<file path="src/rtl/clk_fanout_gen_pkg.sv">
`default_nettype none
// ============================================================================
// Module   : clk_fanout_gen_pkg
// Purpose  : Shared definitions for the multi-channel fabric clock generator:
//            per-channel FSM state encoding, parameter defaults and a small
//            integer helper used for counter sizing.
// Ports    : none (package)
// Revision : 1.0 - initial release
// ============================================================================
package clk_fanout_gen_pkg;

  localparam int N_CH_DEF        = 4;
  localparam int DIV_W_DEF       = 8;
  localparam int HALF_RST_DEF    = 1;
  localparam int STAGGER_CYC_DEF = 2;

  // Per-channel FSM states. ST_WAIT is only reachable when the staggered
  // start option (CLKGEN_STAGGER_EN) is compiled in.
  typedef enum logic [1:0] {
    ST_IDLE = 2'd0,
    ST_HIGH = 2'd1,
    ST_LOW  = 2'd2,
    ST_WAIT = 2'd3
  } ch_state_e;

  function automatic int max_int(input int a, input int b);
    return (a > b) ? a : b;
  endfunction

endpackage
`default_nettype wire

</file>
<file path="src/rtl/clk_fanout_ch.sv">
`default_nettype none
// ============================================================================
// Module   : clk_fanout_ch
// Purpose  : One generated clock channel: IDLE/HIGH/LOW(/WAIT) FSM, phase
//            counter, active half-period register and update-pending bit.
//            The active half-period is refreshed from the shared shadow only
//            at period boundaries (any IDLE cycle, end of LOW), so a divider
//            change never produces a short pulse.
// Config   : CLKGEN_STAGGER_EN adds a WAIT state of WAIT_CYC cycles before
//            the first HIGH phase.
// Ports    : clk, rst_n      - core clock, async active-low reset
//            en             - run request (level)
//            shadow_half    - shared shadow half-period (always >= 1)
//            upd            - shadow is being rewritten this cycle
//            ch_clk         - generated clock (registered)
//            ch_run         - channel not idle (registered)
//            ch_pend        - shadow value not yet committed by this channel
// Revision : 1.0 - initial release
// ============================================================================
module clk_fanout_ch
  import clk_fanout_gen_pkg::*;
#(
  parameter int DIV_W    = DIV_W_DEF,
  parameter int HALF_RST = HALF_RST_DEF,
  parameter int WAIT_CYC = 0
) (
  input  logic             clk,
  input  logic             rst_n,
  input  logic             en,
  input  logic [DIV_W-1:0] shadow_half,
  input  logic             upd,
  output logic             ch_clk,
  output logic             ch_run,
  output logic             ch_pend
);

  localparam int WAIT_W = (WAIT_CYC > 0) ? $clog2(WAIT_CYC + 1) : 1;
  localparam int CNT_W  = max_int(DIV_W, WAIT_W);

  ch_state_e        state, state_nxt;
  logic [CNT_W-1:0] cnt, cnt_nxt;
  logic [DIV_W-1:0] active, active_nxt;
  logic             pend_nxt;
  logic             commit;
  logic [CNT_W-1:0] shadow_m1, active_m1;

  assign shadow_m1 = CNT_W'(shadow_half) - CNT_W'(1);
  assign active_m1 = CNT_W'(active) - CNT_W'(1);

  always_comb begin
    state_nxt  = state;
    cnt_nxt    = cnt;
    active_nxt = active;
    commit     = 1'b0;
    case (state)
      ST_IDLE: begin
        // Idle cycles keep the active half tracking the shadow, and a start
        // uses that same freshly committed value for its first HIGH phase.
        commit     = 1'b1;
        active_nxt = shadow_half;
        if (en) begin
`ifdef CLKGEN_STAGGER_EN
          if (WAIT_CYC == 0) begin
            state_nxt = ST_HIGH;
            cnt_nxt   = shadow_m1;
          end else begin
            // Counting down to zero inclusive makes WAIT last WAIT_CYC cycles.
            state_nxt = ST_WAIT;
            cnt_nxt   = CNT_W'(WAIT_CYC - 1);
          end
`else
          state_nxt = ST_HIGH;
          cnt_nxt   = shadow_m1;
`endif
        end
      end
`ifdef CLKGEN_STAGGER_EN
      ST_WAIT: begin
        if (!en) begin
          state_nxt = ST_IDLE;
        end else if (cnt == '0) begin
          state_nxt = ST_HIGH;
          cnt_nxt   = active_m1;
        end else begin
          cnt_nxt = cnt - CNT_W'(1);
        end
      end
`endif
      ST_HIGH: begin
        if (cnt == '0) begin
          state_nxt = ST_LOW;
          cnt_nxt   = active_m1;
        end else begin
          cnt_nxt = cnt - CNT_W'(1);
        end
      end
      ST_LOW: begin
        if (cnt == '0) begin
          // Period boundary: enable is only sampled here, so a stop request
          // always lets the current period finish.
          commit     = 1'b1;
          active_nxt = shadow_half;
          if (en) begin
            state_nxt = ST_HIGH;
            cnt_nxt   = shadow_m1;
          end else begin
            state_nxt = ST_IDLE;
          end
        end else begin
          cnt_nxt = cnt - CNT_W'(1);
        end
      end
      default: begin
        state_nxt = ST_IDLE;
      end
    endcase
    // A shadow write coinciding with a commit leaves the new value pending:
    // the commit above used the shadow as it was before this write.
    pend_nxt = upd | (ch_pend & ~commit);
  end

  always_ff @(posedge clk or negedge rst_n) begin
    if (!rst_n) begin
      state   <= ST_IDLE;
      cnt     <= '0;
      active  <= DIV_W'(HALF_RST);
      ch_pend <= 1'b0;
      ch_clk  <= 1'b0;
      ch_run  <= 1'b0;
    end else begin
      state   <= state_nxt;
      cnt     <= cnt_nxt;
      active  <= active_nxt;
      ch_pend <= pend_nxt;
      // Dedicated output flops so the pins never see FSM decode glitches.
      ch_clk  <= (state_nxt == ST_HIGH);
      ch_run  <= (state_nxt != ST_IDLE);
    end
  end

endmodule
`default_nettype wire

</file>
<file path="src/rtl/clk_fanout_gen.sv">
`default_nettype none
// ============================================================================
// Module   : clk_fanout_gen
// Purpose  : N_CH-channel glitch-free divided clock fan-out. Each channel
//            has its own enable; all share one runtime-programmable
//            half-period held in a shadow register and adopted by each
//            channel at its own period boundary.
// Config   : CLKGEN_STAGGER_EN - channel i delays its first HIGH phase by
//            i*STAGGER_CYC cycles after enable.
// Ports    : clk     in  1      core clock
//            rst_n   in  1      async active-low reset
//            en_i    in  N_CH   per-channel run request
//            half_i  in  DIV_W  new half-period (0 treated as 1)
//            upd_i   in  1      capture half_i into the shadow
//            clk_o   out N_CH   generated clocks (registered)
//            run_o   out N_CH   channel running
//            busy_o  out 1      update pending on some channel
// Revision : 1.0 - initial release
// ============================================================================
module clk_fanout_gen
  import clk_fanout_gen_pkg::*;
#(
  parameter int N_CH        = N_CH_DEF,
  parameter int DIV_W       = DIV_W_DEF,
  parameter int HALF_RST    = HALF_RST_DEF,
  parameter int STAGGER_CYC = STAGGER_CYC_DEF
) (
  input  logic             clk,
  input  logic             rst_n,
  input  logic [N_CH-1:0]  en_i,
  input  logic [DIV_W-1:0] half_i,
  input  logic             upd_i,
  output logic [N_CH-1:0]  clk_o,
  output logic [N_CH-1:0]  run_o,
  output logic             busy_o
);

`ifdef CLKGEN_STAGGER_EN
  localparam int STAG_STEP = STAGGER_CYC;
`else
  // Stagger disabled: every channel starts on the cycle after enable.
  localparam int STAG_STEP = 0 * STAGGER_CYC;
`endif

  logic [DIV_W-1:0] shadow;
  logic [N_CH-1:0]  pend;

  always_ff @(posedge clk or negedge rst_n) begin
    if (!rst_n) begin
      shadow <= DIV_W'(HALF_RST);
    end else if (upd_i) begin
      shadow <= (half_i == '0) ? DIV_W'(1) : half_i;
    end
  end

  for (genvar i = 0; i < N_CH; i++) begin : g_ch
    clk_fanout_ch #(
      .DIV_W    (DIV_W),
      .HALF_RST (HALF_RST),
      .WAIT_CYC (i * STAG_STEP)
    ) u_ch (
      .clk         (clk),
      .rst_n       (rst_n),
      .en          (en_i[i]),
      .shadow_half (shadow),
      .upd         (upd_i),
      .ch_clk      (clk_o[i]),
      .ch_run      (run_o[i]),
      .ch_pend     (pend[i])
    );
  end

  assign busy_o = |pend;

endmodule
`default_nettype wire
</file>
<file path="config.mk">
export PLATFORM = sky130hd
export DESIGN_NAME = clk_fanout_gen
export DESIGN_NICKNAME = d
export VERILOG_FILES = /design/src/rtl/clk_fanout_gen_pkg.sv /design/src/rtl/clk_fanout_ch.sv /design/src/rtl/clk_fanout_gen.sv
export SDC_FILE = /design/constraint.sdc
export NUM_CORES = 1
export LEC_CHECK = 0
export CAP_MARGIN = 20
export CORE_AREA = 2 2 156 158
export CTS_CLUSTER_SIZE = 12
export DETAILED_ROUTE_END_ITERATION = 16
export DIE_AREA = 0 0 158 160
export PLACE_DENSITY = 0.49
export SETUP_SLACK_MARGIN = 0.5
export SKIP_CTS_REPAIR_TIMING = 1
export SYNTH_ARGS = -nofsm -noshare
export SYNTH_HDL_FRONTEND = slang
export SYNTH_SLANG_ARGS = --single-unit
</file>
<file path="constraint.sdc">
create_clock -name clk -period 2.4 [get_ports clk]
set_clock_uncertainty 0.2 [all_clocks]
set_input_delay 0.24 -clock clk [delete_from_list [all_inputs] [get_ports clk]]
set_output_delay 0.24 -clock clk [all_outputs]
set_load 0.01 [all_outputs]
</file>
======== Word level (Yosys, flattened, before mapping) ========
Index checks and enable logic that the tools add are counted.
storage, ports and cells
  input bits .............................. 15
  output and inout bits ................... 9
  flip-flop bits (word level) ............. 92
  logic and storage cells ................. 141
cells by class
  reductions and logical operators ........ 26
  add/subtract/negate cells ............... 9
  muxes and demuxes ....................... 53
  bitwise operators ....................... 12
  equal/unequal tests ..................... 16
operators with widths
  kind                 number
  $mux 8               17
  $pmux 8 s3           4
  $sub 8x1->8 const B  9
  $pmux 8 s2           4
  $logic_not 8->1      5
  $mux 2               12
  $pmux 2 s3           4
  $eq 2x1->1 const B   8
  $reduce_bool 2->1    8
  $reduce_bool 3->1    4
  $eq 2x2->1 const B   4
  $logic_not 2->1      4
  $mux 1               8
  $ne 2x1->1 const B   4
  $pmux 1 s2           4
  $reduce_and 2->1     4
  $and 1x1->1          4
  $not 1->1            4
  $or 1x1->1           4
  $reduce_or 4->1      1

======== Longest topological paths before layout ========
  depth in word-level cells ............... 6
  gate-level depth with buffers ........... 8
  mapped depth without buffers ............ 7

======== Hierarchy ========
Synthesis repeated with hierarchy kept, for this count alone.
second synthesis, totals
  cells, all modules ...................... 706
  area total of the unflattened synthesis .. 6605.1 um^2
by module, submodules not included
  module                             times used  area an instance (um^2)  seq. area each (um^2)  cells each
  clk_fanout_ch at g_ch[0].u_ch ...  3           1569.0                   526.8                  172
  clk_fanout_ch at g_ch[3].u_ch      1           1566.5                   526.8                  169
  clk_fanout_gen                     1           331.6                    201.4                  21

======== Worst setup path before layout ========
No wires, ideal clock.
  kind .................................... register to register
  start point ............................. reg g_ch[0].u_ch.cnt[0]
  end point ............................... reg g_ch[0].u_ch.active[2]
  library setup time ...................... 0.125 ns
  setup slack ............................. 0.291 ns
  required time ........................... 2.075 ns
  arrival time ............................ 1.784 ns
  path buffers ............................ 1
  cell stages (with the launch flop) ...... 8
  clock period less this slack ............ 2.109 ns
  cell sequence ........................... dfrtp_1 inv_1 ha_1 nor4b_1 and3_1 buf_2 a21oi_2 mux2_2
between the ends
  longest elaborated chain between the ends .. 3
ends and longest elaborated chain
  item                        line                  text
  from (decl)                 clk_fanout_ch.sv:41   logic [CNT_W-1:0] cnt, cnt_nxt;
  from (signal assigned)      clk_fanout_ch.sv:132  cnt <= cnt_nxt;
  $logic_not 8->1             clk_fanout_ch.sv:98   if (cnt == '0) begin
  $ne 2x1->1 (no line)        -
  $reduce_and 2->1 (no line)  -
  to (signal assigned)        clk_fanout_ch.sv:126  active <= DIV_W'(HALF_RST);
  to (signal assigned)        clk_fanout_ch.sv:133  active <= active_nxt;
  to (decl)                   clk_fanout_ch.sv:42   logic [DIV_W-1:0] active, active_nxt;
No other way between the ends.
A chain may end at the register's enable or synchronous reset.

======== Final worst setup path ========
  start point ............................. reg g_ch[3].u_ch.cnt[0]
  end point ............................... reg g_ch[3].u_ch.cnt[4]
between the ends
  longest elaborated chain between the ends .. 3
  elaborated cells between the ends (all ways) .. 5
  those cells by class .................... add/sub: 1; mux: 3; reduce/logical: 1
ends and longest elaborated chain
  item                                                   line                                      text
  from (decl)                                            clk_fanout_ch.sv:41
  from (signal assigned)                                 clk_fanout_ch.sv:132
  $sub 8x1->8 / $logic_not 8->1 (equally long branches)  -
  $mux 8 (on tied branches)                              clk_fanout_ch.sv:98, clk_fanout_ch.sv:90
  $pmux 8 s3 (*)                                         clk_fanout_ch.sv:55                       case (state)
Mark *: on every way between the ends. The rest lies on a longest branch, timed or not.

==> metrics.txt <==
root buffer cell clkbuf_16; Die Area 25,300 um^2; Clock Pin Slew Worst Setup and Hold Paths 0.07 ns; synthesized instance count 595; Tot Pwr 0.00890 W; CP Max Fanout 5; critical path required time 2.46 ns; first-pass GRT wire length 24,000 um; synthesis-to-finish area growth 36.5%; Seq/Total Area, Yosys 39.9%; io pins 24; gr busiest metal met2; setup tns final 0 ns; R2R Setup Slk 0.31 ns; Cell Area, Synth 5780 um^2; CP arrival 2.16 ns; largest cells by area after synthesis dfrtp_1 38%, ha_1 7.1%, mux2_2 5.8%, xor2_1 3.3%, xnor2_1 3.2%; crit end category flop; met3 GRT Util 1.60%; first-pass iteration count of the detailed router 5; post-layout util 33.1%; fin. max-slew vios 0; CORE AREA 23,800 um^2; max frequency 477 MHz; total CTS buffers 9; # H-tree levels 3; setup violators final 0; All-Layer GR Usage 12.2%; Leak 3.27 nW; Die Height 160 um; ys async rst share 100%; RSZ-0062 raised after global routing true; GRT overflow 0; Rel. slew slack 61.7%; largest net degree at the start of global routing 55; vias in the first global route 4,451; Post-synth EDFFs 0; Max VDD drop 423 uV; share of layout cells above drive strength 1 34.9%; Max clock buf depth 2; # DRC 0; area leader, netlist dfrtp_1; Hold Path Class input pin to asynchronous set/reset pin; Netlist cell types 62; n_diodes 0; final WL 16,200 um; crit start category flop; PD cells 1130 nW/um^2; initial antenna violation count 0; via count 4,855; Die Wd 158 um; post-layout minimum cycle time 2.09 ns; worst-margin pin slew 0.573 ns; WL/cell 15.9 um; Mean Syn Cell Area 9.71 um^2; CTS tree yes; DP HPWL 10,800 um; DRT iter0 DRCs 414; clock sinks 92; synthesis-stage register bit count 92; vias per cell 4.77; ys flop type dfrtp_1; Clock Latency Late Sink 0.35 ns; status finished clean; input/output buffers 23; final net count 737; initial core utilization 24.3%; number of max-cap violations 0; DRT antenna net count 0; syn_nets 643; GPL Wtd Cong 0.877; kind of critical path flop to flop; top cell type's share of synthesized area 37.7%; yosys synthesis warning count 0; fin crit share 87.3%; final hold vios 0; # rows 57; GRT met2 Usage 19.2%; global-route met1 utilization 17.0%
metrics by stage:
stage / hold WS [ns] / area (um^2) / setup WS (ns) / cells
4_1_cts: -0.466 / 6930 / 0.116 / 962
3_3_place_gp: -0.0854 / 6640 / 0.249 / 946
6_report: 0.0944 / 7890 / 0.305 / 1018
3_5_place_dp: -0.0832 / 6640 / 0.193 / 946
5_1_grt: 0.0976 / 7890 / 0.233 / 1018
2_1_floorplan: -0.256 / 5940 / 0.351 / 595
sequential cells by signal (all words and copies together) (netlist names):
signal / cells
g_ch.u_ch.ch_clk: 4
shadow: 8
g_ch.u_ch.ch_run: 4
g_ch.u_ch.active: 32
g_ch.u_ch.state: 8
g_ch.u_ch.cnt: 32
g_ch.u_ch.ch_pend: 4
cell usage after synthesis (6+ instances only):
cell / n
nor4_1: 7
a31oi_1: 7
nand2b_1: 9
nor2_1: 36
xor2_1: 22
nand3_1: 15
o22ai_1: 15
buf_4: 8
o21ai_0: 29
clkbuf_1: 7
a21oi_1: 16
a22oi_1: 10
mux2_2: 30
a221o_1: 8
xnor2_1: 21
mux2i_1: 8
nand2_1: 46
dfrtp_1: 87
o211ai_1: 13
inv_1: 46
a21o_1: 7
ha_1: 33
nor3b_1: 6
nor3_1: 23
worst max-delay path: stages, from the launching register on:
cell       delay, ns
dfrtp_1         0.43
inv_2           0.08
ha_4            0.16
nor4b_4         0.13
buf_4           0.16
a2111oi_2       0.35
buf_4           0.20
a21boi_2        0.16
o21ai_1         0.06
o2111ai_1       0.08
placed cells by master (no fill, tap or decap), types with 12 or more instances in the layout:
cell             Yosys  final
o21ai_0             29     19
buf_4                8     67
clkdlybuf4s50_1      0     21
o22ai_1             15     12
ha_1                33     20
nand2_1             46     41
nor2_1              36     34
xnor2_1             21     20
o211ai_1            13     13
dfrtp_1             87     78
mux2_2              30     22
xor2_1              22     22
nor3_1              23     22
inv_1               46     33
report_power, final:
| part | internal [W] | switching, W | total [W] | leakage (nW) |
|---|---|---|---|---|
| combinational | 0.00239 | 0.00234 | 0.00473 | 2.03 |
| clock | 0.000836 | 0.000631 | 0.00147 | 0.147 |
| sequential | 0.00208 | 0.000615 | 0.00270 | 1.10 |
cells by family (layout without fill, tap and decap cells):
kind of cell / after synthesis / after routing / synth area share, %
compound gates: 144 / 146 / 17.5
xor+xnor: 43 / 43 / 6.52
fa+ha+maj: 33 / 33 / 7.14
buf+inv: 66 / 162 / 4.91
flops: 92 / 92 / 39.9
mux: 39 / 40 / 7.47
simple gates: 178 / 178 / 16.5
area by class of cell:
class,instances,area [um^2]
Clock buffer,12,246
Clock inverter,4,48.8
Fill cell,2417,15900
Inverter,46,179
Multi-Input combinational cell,440,3830
Sequential cell,92,2320
Tap cell,324,405
Timing Repair Buffer,100,856
metal layers:
layer  vias to the layer above  share of wire [%]
met1                      2376                 47
met3                        27                3.0
met4                         0                2.1
li1                       2339                  -
met2                       113                 48
met5                         -                  0
path summary, 6_finish.rpt:
check,startpoint,to,depth (start not counted)
worst min-delay path,rst_n,g_ch[1].u_ch.ch_run,2
worst max register to register,g_ch[3].u_ch.cnt[0],g_ch[3].u_ch.cnt[4],9
min in group clk,g_ch[1].u_ch.ch_pend,g_ch[1].u_ch.ch_pend,1
max in group asynchronous,rst_n,g_ch[0].u_ch.active[0],3
worst min register to register,g_ch[1].u_ch.ch_pend,g_ch[1].u_ch.ch_pend,1
worst max-delay path,g_ch[3].u_ch.cnt[0],g_ch[3].u_ch.cnt[4],9
Power figures use the tool's default switching activity.
